File: config.mk
export PLATFORM = sky130hd
export DESIGN_NAME = funnel_wrr_arbiter
export DESIGN_NICKNAME = d
export VERILOG_FILES = /design/src/rtl/funnel_pkg.sv /design/src/rtl/funnel_wrr_pick.sv /design/src/rtl/funnel_wrr_arbiter.sv
export SDC_FILE = /design/constraint.sdc
export NUM_CORES = 1
export LEC_CHECK = 0
export BUFFER_PORTS_ARGS = -buffer_cell sky130_fd_sc_hd__buf_2
export CORE_ASPECT_RATIO = 1.1
export CORE_MARGIN = 5
export CORE_UTILIZATION = 45
export CTS_CLUSTER_SIZE = 25
export DETAILED_ROUTE_END_ITERATION = 12
export HOLD_SLACK_MARGIN = 0.02
export MAX_ROUTING_LAYER = met4
export PLACE_DENSITY = 0.7
export SETUP_SLACK_MARGIN = 0.1
export SLEW_MARGIN = 15
export SYNTH_ARGS = -nofsm -noshare
export SYNTH_HDL_FRONTEND = slang
export SYNTH_SLANG_ARGS = --single-unit
File: constraint.sdc
create_clock -name CLK -period 7.4 [get_ports CLK]
set_clock_uncertainty 0.2 [all_clocks]
set_input_delay 0.37 -clock CLK [delete_from_list [all_inputs] [get_ports CLK]]
set_output_delay 0.37 -clock CLK [all_outputs]
set_load 0.05 [all_outputs]
File: src/rtl/funnel_pkg.sv
// Shared types and the rotate-priority search used by the WRR funnel.
package funnel_pkg;

  localparam int unsigned FUNNEL_WIDTH_DEF = 4;
  localparam int unsigned MAX_LANES        = 16;
  localparam int unsigned WEIGHT_W_DEF     = 4;

  typedef logic [$clog2(MAX_LANES)-1:0] lane_idx_t;
  typedef logic [WEIGHT_W_DEF-1:0]      weight_t;

  typedef struct packed {
    logic      found;
    lane_idx_t idx;
  } pick_t;

  // First set bit of held[0..n-1] searching ptr, ptr+1, ... wrapping at n.
  function automatic pick_t rr_pick(input logic [MAX_LANES-1:0] held,
                                    input lane_idx_t ptr,
                                    input int unsigned n);
    pick_t       res;
    int unsigned k;
    res = '0;
    for (int unsigned i = 0; i < MAX_LANES; i++) begin
      k = int'(ptr) + i;
      if (k >= n) k = k - n;
      if (i < n && !res.found && held[lane_idx_t'(k)]) begin
        res.found = 1'b1;
        res.idx   = lane_idx_t'(k);
      end
    end
    return res;
  endfunction

endpackage

File: src/rtl/funnel_wrr_pick.sv
// Combinational rotate-priority encoder: picks the first held lane from ptr_i.
module funnel_wrr_pick
  import funnel_pkg::*;
#(
  parameter int unsigned N = FUNNEL_WIDTH_DEF
) (
  input  logic [N-1:0]         held_i,
  input  lane_idx_t            ptr_i,
  output logic                 found_o,
  output logic [$clog2(N)-1:0] idx_o
);

  logic [MAX_LANES-1:0] held_ext;
  pick_t                pick;

  always_comb begin
    held_ext         = '0;
    held_ext[N-1:0]  = held_i;
    pick             = rr_pick(held_ext, ptr_i, N);
  end

  assign found_o = pick.found;
  assign idx_o   = ($clog2(N))'(pick.idx);

endmodule

File: src/rtl/funnel_wrr_arbiter.sv
// Weighted round-robin funnel: per-lane holding registers merged into one
// registered output pipe, with programmable per-lane burst weights.
module funnel_wrr_arbiter
  import funnel_pkg::*;
#(
  parameter int unsigned WIDTH        = 32,
  parameter int unsigned FUNNEL_WIDTH = FUNNEL_WIDTH_DEF,
  parameter int unsigned WEIGHT_W     = WEIGHT_W_DEF
) (
  input  logic                            CLK,
  input  logic                            nRST,
  input  logic [FUNNEL_WIDTH-1:0]         in_enq__ENA,
  input  logic [FUNNEL_WIDTH*WIDTH-1:0]   in_enq_v,
  output logic [FUNNEL_WIDTH-1:0]         in_enq__RDY,
  output logic                            out_enq__ENA,
  output logic [WIDTH-1:0]                out_enq_v,
  input  logic                            out_enq__RDY,
  output logic [$clog2(FUNNEL_WIDTH)-1:0] out_lane,
  input  logic                            cfg_wr__ENA,
  input  logic [$clog2(FUNNEL_WIDTH)-1:0] cfg_idx,
  input  logic [WEIGHT_W-1:0]             cfg_weight,
  output logic                            busy
);

  localparam int unsigned IDX_W = $clog2(FUNNEL_WIDTH);
  localparam logic [IDX_W-1:0] LAST_LANE = IDX_W'(FUNNEL_WIDTH - 1);

  logic [FUNNEL_WIDTH-1:0] held_q, held_d;
  logic [WIDTH-1:0]        lane_data_q [FUNNEL_WIDTH];
  logic                    out_valid_q;
  logic [WIDTH-1:0]        out_data_q;
  logic [IDX_W-1:0]        out_lane_q;
  logic [IDX_W-1:0]        ptr_q, ptr_d;
  logic [WEIGHT_W-1:0]     cnt_q, cnt_d;
  logic [WEIGHT_W-1:0]     weight_q [FUNNEL_WIDTH];

  logic                    can_load, found, grant;
  logic [IDX_W-1:0]        g;
  logic [FUNNEL_WIDTH-1:0] gnt_vec, rdy, cap;
  logic [WEIGHT_W-1:0]     eff;
  logic [WEIGHT_W:0]       cnt_inc, eff_ext;

  funnel_wrr_pick #(.N(FUNNEL_WIDTH)) u_pick (
    .held_i  (held_q),
    .ptr_i   (lane_idx_t'(ptr_q)),
    .found_o (found),
    .idx_o   (g)
  );

  always_comb begin
    can_load = !out_valid_q || out_enq__RDY;
    grant    = can_load && found;
    for (int unsigned i = 0; i < FUNNEL_WIDTH; i++) begin
      gnt_vec[i] = grant && (g == IDX_W'(i));
    end
    // A lane being granted reports ready so it can refill in the same cycle.
    rdy    = ~held_q | gnt_vec;
    cap    = in_enq__ENA & rdy;
    held_d = (held_q & ~gnt_vec) | cap;

    eff     = (weight_q[ptr_q] == '0) ? WEIGHT_W'(1) : weight_q[ptr_q];
    cnt_inc = {1'b0, cnt_q} + {{WEIGHT_W{1'b0}}, 1'b1};
    eff_ext = {1'b0, eff};
    ptr_d   = ptr_q;
    cnt_d   = cnt_q;
    if (grant) begin
      if (g == ptr_q && cnt_inc < eff_ext) begin
        cnt_d = cnt_inc[WEIGHT_W-1:0];
      end else begin
        ptr_d = (g == LAST_LANE) ? '0 : g + IDX_W'(1);
        cnt_d = '0;
      end
    end
  end

  always_ff @(posedge CLK or negedge nRST) begin
    if (!nRST) begin
      held_q      <= '0;
      out_valid_q <= 1'b0;
      out_data_q  <= '0;
      out_lane_q  <= '0;
      ptr_q       <= '0;
      cnt_q       <= '0;
      for (int unsigned i = 0; i < FUNNEL_WIDTH; i++) weight_q[i] <= WEIGHT_W'(1);
    end else begin
      held_q <= held_d;
      ptr_q  <= ptr_d;
      cnt_q  <= cnt_d;
      if (can_load) begin
        out_valid_q <= found;
        if (found) begin
          out_data_q <= lane_data_q[g];
          out_lane_q <= g;
        end
      end
      if (cfg_wr__ENA && (32'(cfg_idx) < FUNNEL_WIDTH)) weight_q[cfg_idx] <= cfg_weight;
    end
  end

  always_ff @(posedge CLK) begin
    for (int unsigned i = 0; i < FUNNEL_WIDTH; i++) begin
      if (cap[i]) lane_data_q[i] <= in_enq_v[i*WIDTH +: WIDTH];
    end
  end

  assign in_enq__RDY  = rdy;
  assign out_enq__ENA = out_valid_q;
  assign out_enq_v    = out_valid_q ? out_data_q : '0;
  assign out_lane     = out_lane_q;
  assign busy         = (|held_q) || out_valid_q;

  a_enq_protocol: assert property (@(posedge CLK) disable iff (!nRST)
    (in_enq__ENA & ~in_enq__RDY) == '0);

endmodule

==> results.sh <==
export IMPL_status="finished clean"
export IMPL_port_buffers=181
export IMPL_die_x_um=136
export IMPL_ir_drop_v=0.000261
export IMPL_top_layer_used="met4"
export IMPL_seqCellArea_um2=5380
export IMPL_cp_depth=10
export IMPL_cts_made_buffers=17
export IMPL_avgSynthCellArea_um2=15.6
export IMPL_power_frac_comb_pct=44.7
export IMPL_tns_ns=0
export IMPL_post_cts_buffers=0
export IMPL_p_per_area_nw_per_um2=420
export IMPL_dp_cells=902
export IMPL_worstPathMaxFanout=32
export IMPL_diodes=0
export IMPL_grt_pass1_wl_um=33800
export IMPL_firstDrtPassIters=5
export IMPL_ys_seq_area_share_pct=68.4
export IMPL_synth_ff_type="edfxtp_1"
export IMPL_wl_met3_um=1550
export IMPL_cts_htree_levels=4
export IMPL_total_power_mw=4.55
export IMPL_crit_family="compound AO/OA/AOI/OAI gates"
export IMPL_ios=182
export IMPL_finalCritPeriodShare_pct=64.4
export IMPL_synth_edf_count=128
export IMPL_netSwitchingFraction_pct=41.5
export IMPL_synthArstFlopShare_pct=32.3
export IMPL_drtAntennaViolNets=0
export IMPL_grt_usage_pct=22.9
export IMPL_synthCells=505
export IMPL_netlist_top_cells_area="edfxtp_1, dfrtp_1, mux2i_1"
export IMPL_tightest_slew_ns=1.18
export IMPL_cts_tree="yes"
export IMPL_cts_clk_slew_worst_paths_ns=0.07
export IMPL_drt_total_wl_um=21900
export IMPL_max_stage_delay_ns=0.81
export IMPL_drt_iter0_markers=438
export IMPL_num_vias=5681
export IMPL_clockBufferDepth=2
export IMPL_drt_met1_wl_um=8280
export IMPL_synthesis_nets=659
export IMPL_vias_per_cell=5.31
export IMPL_start_util_pct=46.0
export IMPL_grt_pass1_vias=6258
export IMPL_setup_viol=0
export IMPL_syn2layout_area_growth_pct=38.1
export IMPL_gp_congestion=0.927
export IMPL_p_int_mw=2.66
export IMPL_multiInputGateArea_um2=2290
export IMPL_slew_headroom_pct=21.0
export IMPL_synth_area_um2=7860
export IMPL_finalMaxSlewViolations=0
export IMPL_worst_path_max_delay_cell="and2_2"
export IMPL_die_area_um2=20200
export IMPL_cts_root_buf="clkbuf_16"
export IMPL_clock_latency_ns=0.42
export IMPL_seq_power_share_pct=36.8
export IMPL_hold_class="in2reg"
export IMPL_p_sw_mw=1.89
export IMPL_fillers=1194
export IMPL_rsz0062_at_grt="no"
export IMPL_fmax_mhz=210
export IMPL_hold_viol_final=0
export IMPL_die_y_um=149
export IMPL_path_cells="inv_1, ha_1, a21bo_2, a2bb2oi_1, o211ai_1, a2bb2oi_4, ha_1, inv_1, o21ai_0, and2_2"
export IMPL_antenna_found_initial=0
export IMPL_post_cts_resize_count=0
export IMPL_synth_top_area_cell="edfxtp_1"
export IMPL_synthDistinctLibCells=46
export IMPL_overflow=0
export IMPL_critical_path_class="reg2reg"
export IMPL_dp_hpwl_um=12800
export IMPL_cp_start_kind="register"
export IMPL_pwr_share_clk_pct=18.5
export IMPL_synth_top_area_share_pct=48.9
export IMPL_worst_ep_arrival_time_ns=4.62
export IMPL_drive_above_1_share_pct=30.4
export IMPL_end_kind="register"
export IMPL_fp_row_count=50
export IMPL_cts_sinks=189
export IMPL_maxCapViolCount=0
export IMPL_drcViolationCount=0
export IMPL_required_ns=7.25
export IMPL_p_leak_nw=4.49
export IMPL_met2_length_um=11400
export IMPL_fin_crit_ns=4.77
export IMPL_critPathBufInv=2
export IMPL_yosysWarnings=0
export IMPL_ys_ff_latch=189
export IMPL_holdPathStages=2
export IMPL_nets=977
export IMPL_grt_max_degree=62
export IMPL_reg2reg_depth=10
export IMPL_wl_per_cell_um=20.4
export IMPL_core_area_um2=17100
export IMPL_final_cells=1070
==> synth_stat cells, types with 4 or more instances <==
| master | instances |
|---|---|
| dfstp_2 | 4 |
| ha_1 | 12 |
| o21ai_0 | 10 |
| nor3_1 | 4 |
| nand3_1 | 6 |
| buf_2 | 9 |
| mux2_2 | 18 |
| mux2i_1 | 66 |
| a21oi_1 | 4 |
| nand2_1 | 43 |
| mux4_2 | 6 |
| nand2b_1 | 6 |
| o221ai_1 | 32 |
| dfrtp_1 | 57 |
| and2_1 | 36 |
| clkbuf_1 | 7 |
| edfxtp_1 | 128 |
| inv_1 | 14 |
==> sequential cells by signal, indices dropped and copies added, names as in the netlist <==
register,count
out_enq__ENA,1
weight_q,16
ptr_q,2
cnt_q,4
out_lane,2
lane_data_q,128
out_data_q,32
held_q,4
==> cell type report <==
class                   count  share of cell area (%)
well taps                 234                    2.70
clock inverters            15                    1.03
repair buffers            321                    21.2
flip-flops and latches    189                    49.6
multi-input cells         278                    21.1
clock buffers              17                    3.92
inverters                  16                   0.554
==> per-stage QoR <==
| step | hold slack, ns | worst slack [ns] | util (%) | area, um2 |
|---|---|---|---|---|
| after floorplan | -0.126 | 2.15 | - | 7860 |
| after global placement | 0.262 | 2.86 | 52.4 | 8950 |
| after global routing | 0.0350 | 2.23 | 63.5 | 10800 |
| after CTS | 0.0235 | 2.59 | 63.5 | 10800 |
| after detailed placement | 0.266 | 2.60 | 52.4 | 8950 |
| final | 0.0429 | 2.63 | 63.5 | 10800 |
==> metal layers <==
| layer | vias up | global-route usage (%) |
|---|---|---|
| met4 | 0 | 8.57 |
| li1 | 2551 | - |
| met3 | 53 | 4.40 |
| met5 | - | - |
| met2 | 306 | 38.9 |
| met1 | 2771 | 27.1 |
==> repair_timing <==
| item | 4_1_cts | 5_1_grt |
|---|---|---|
| hold buffers | 136 | 0 |
| endpoints found under the setup margin | 0 | 0 |
| hold endpoints to repair | 201 | 0 |
==> logic make-up after synthesis <==
kind of cell,after synthesis,share of synthesized area (%)
compound gates,63,6.58
xor+xnor,2,0.223
fa+ha+maj,12,1.91
buf+inv,38,2.58
flops,189,68.4
mux,91,12.9
simple gates,110,7.44
==> power groups by stage <==
stage          sequential, mW  clock (mW)  combinational [mW]
2_1_floorplan            1.64           0                1.56
3_3_place_gp             1.67           0                1.91
3_5_place_dp             1.69           0                1.96
4_1_cts                  1.67       0.849                2.02
5_1_grt                  1.71       0.898                2.18
6_report                 1.68       0.843                2.03
==> worst paths after layout <==
check | from | endpoint | slack, ns
min in group asynchronous | nRST | out_lane[0] | 0.46
min | cfg_weight[1] | weight_q[1] | 0.04
max reg2reg | ptr_q[0] | lane_data_q[2][23] | 2.63
max in group asynchronous | nRST | out_data_q[19] | 5.97
max | ptr_q[0] | lane_data_q[2][23] | 2.63
min reg2reg | out_data_q[22] | out_data_q[22] | 0.29
==> worst reg2reg max path, stage by stage, from the launching register on <==
cell	delay, ns
dfrtp_1	0.76
inv_1	0.25
ha_1	0.46
a21bo_2	0.24
a2bb2oi_1	0.31
o211ai_1	0.18
a2bb2oi_4	0.60
ha_1	0.26
inv_1	0.04
o21ai_0	0.28
and2_2	0.81
==> layout by cell type, fill, tap and decap left out, types with 6 or more instances in the layout <==
cell / count
mux4_2: 6
and2_1: 32
ha_1: 12
o221ai_1: 32
dfrtp_1: 57
clkbuf_16: 17
dlygate4sd3_1: 136
mux2_2: 18
o21ai_0: 10
mux2i_1: 66
nand3_1: 6
edfxtp_1: 128
nand2_1: 42
buf_2: 181
inv_1: 14
nand2b_1: 6
Power figures use the tool's default switching activity.
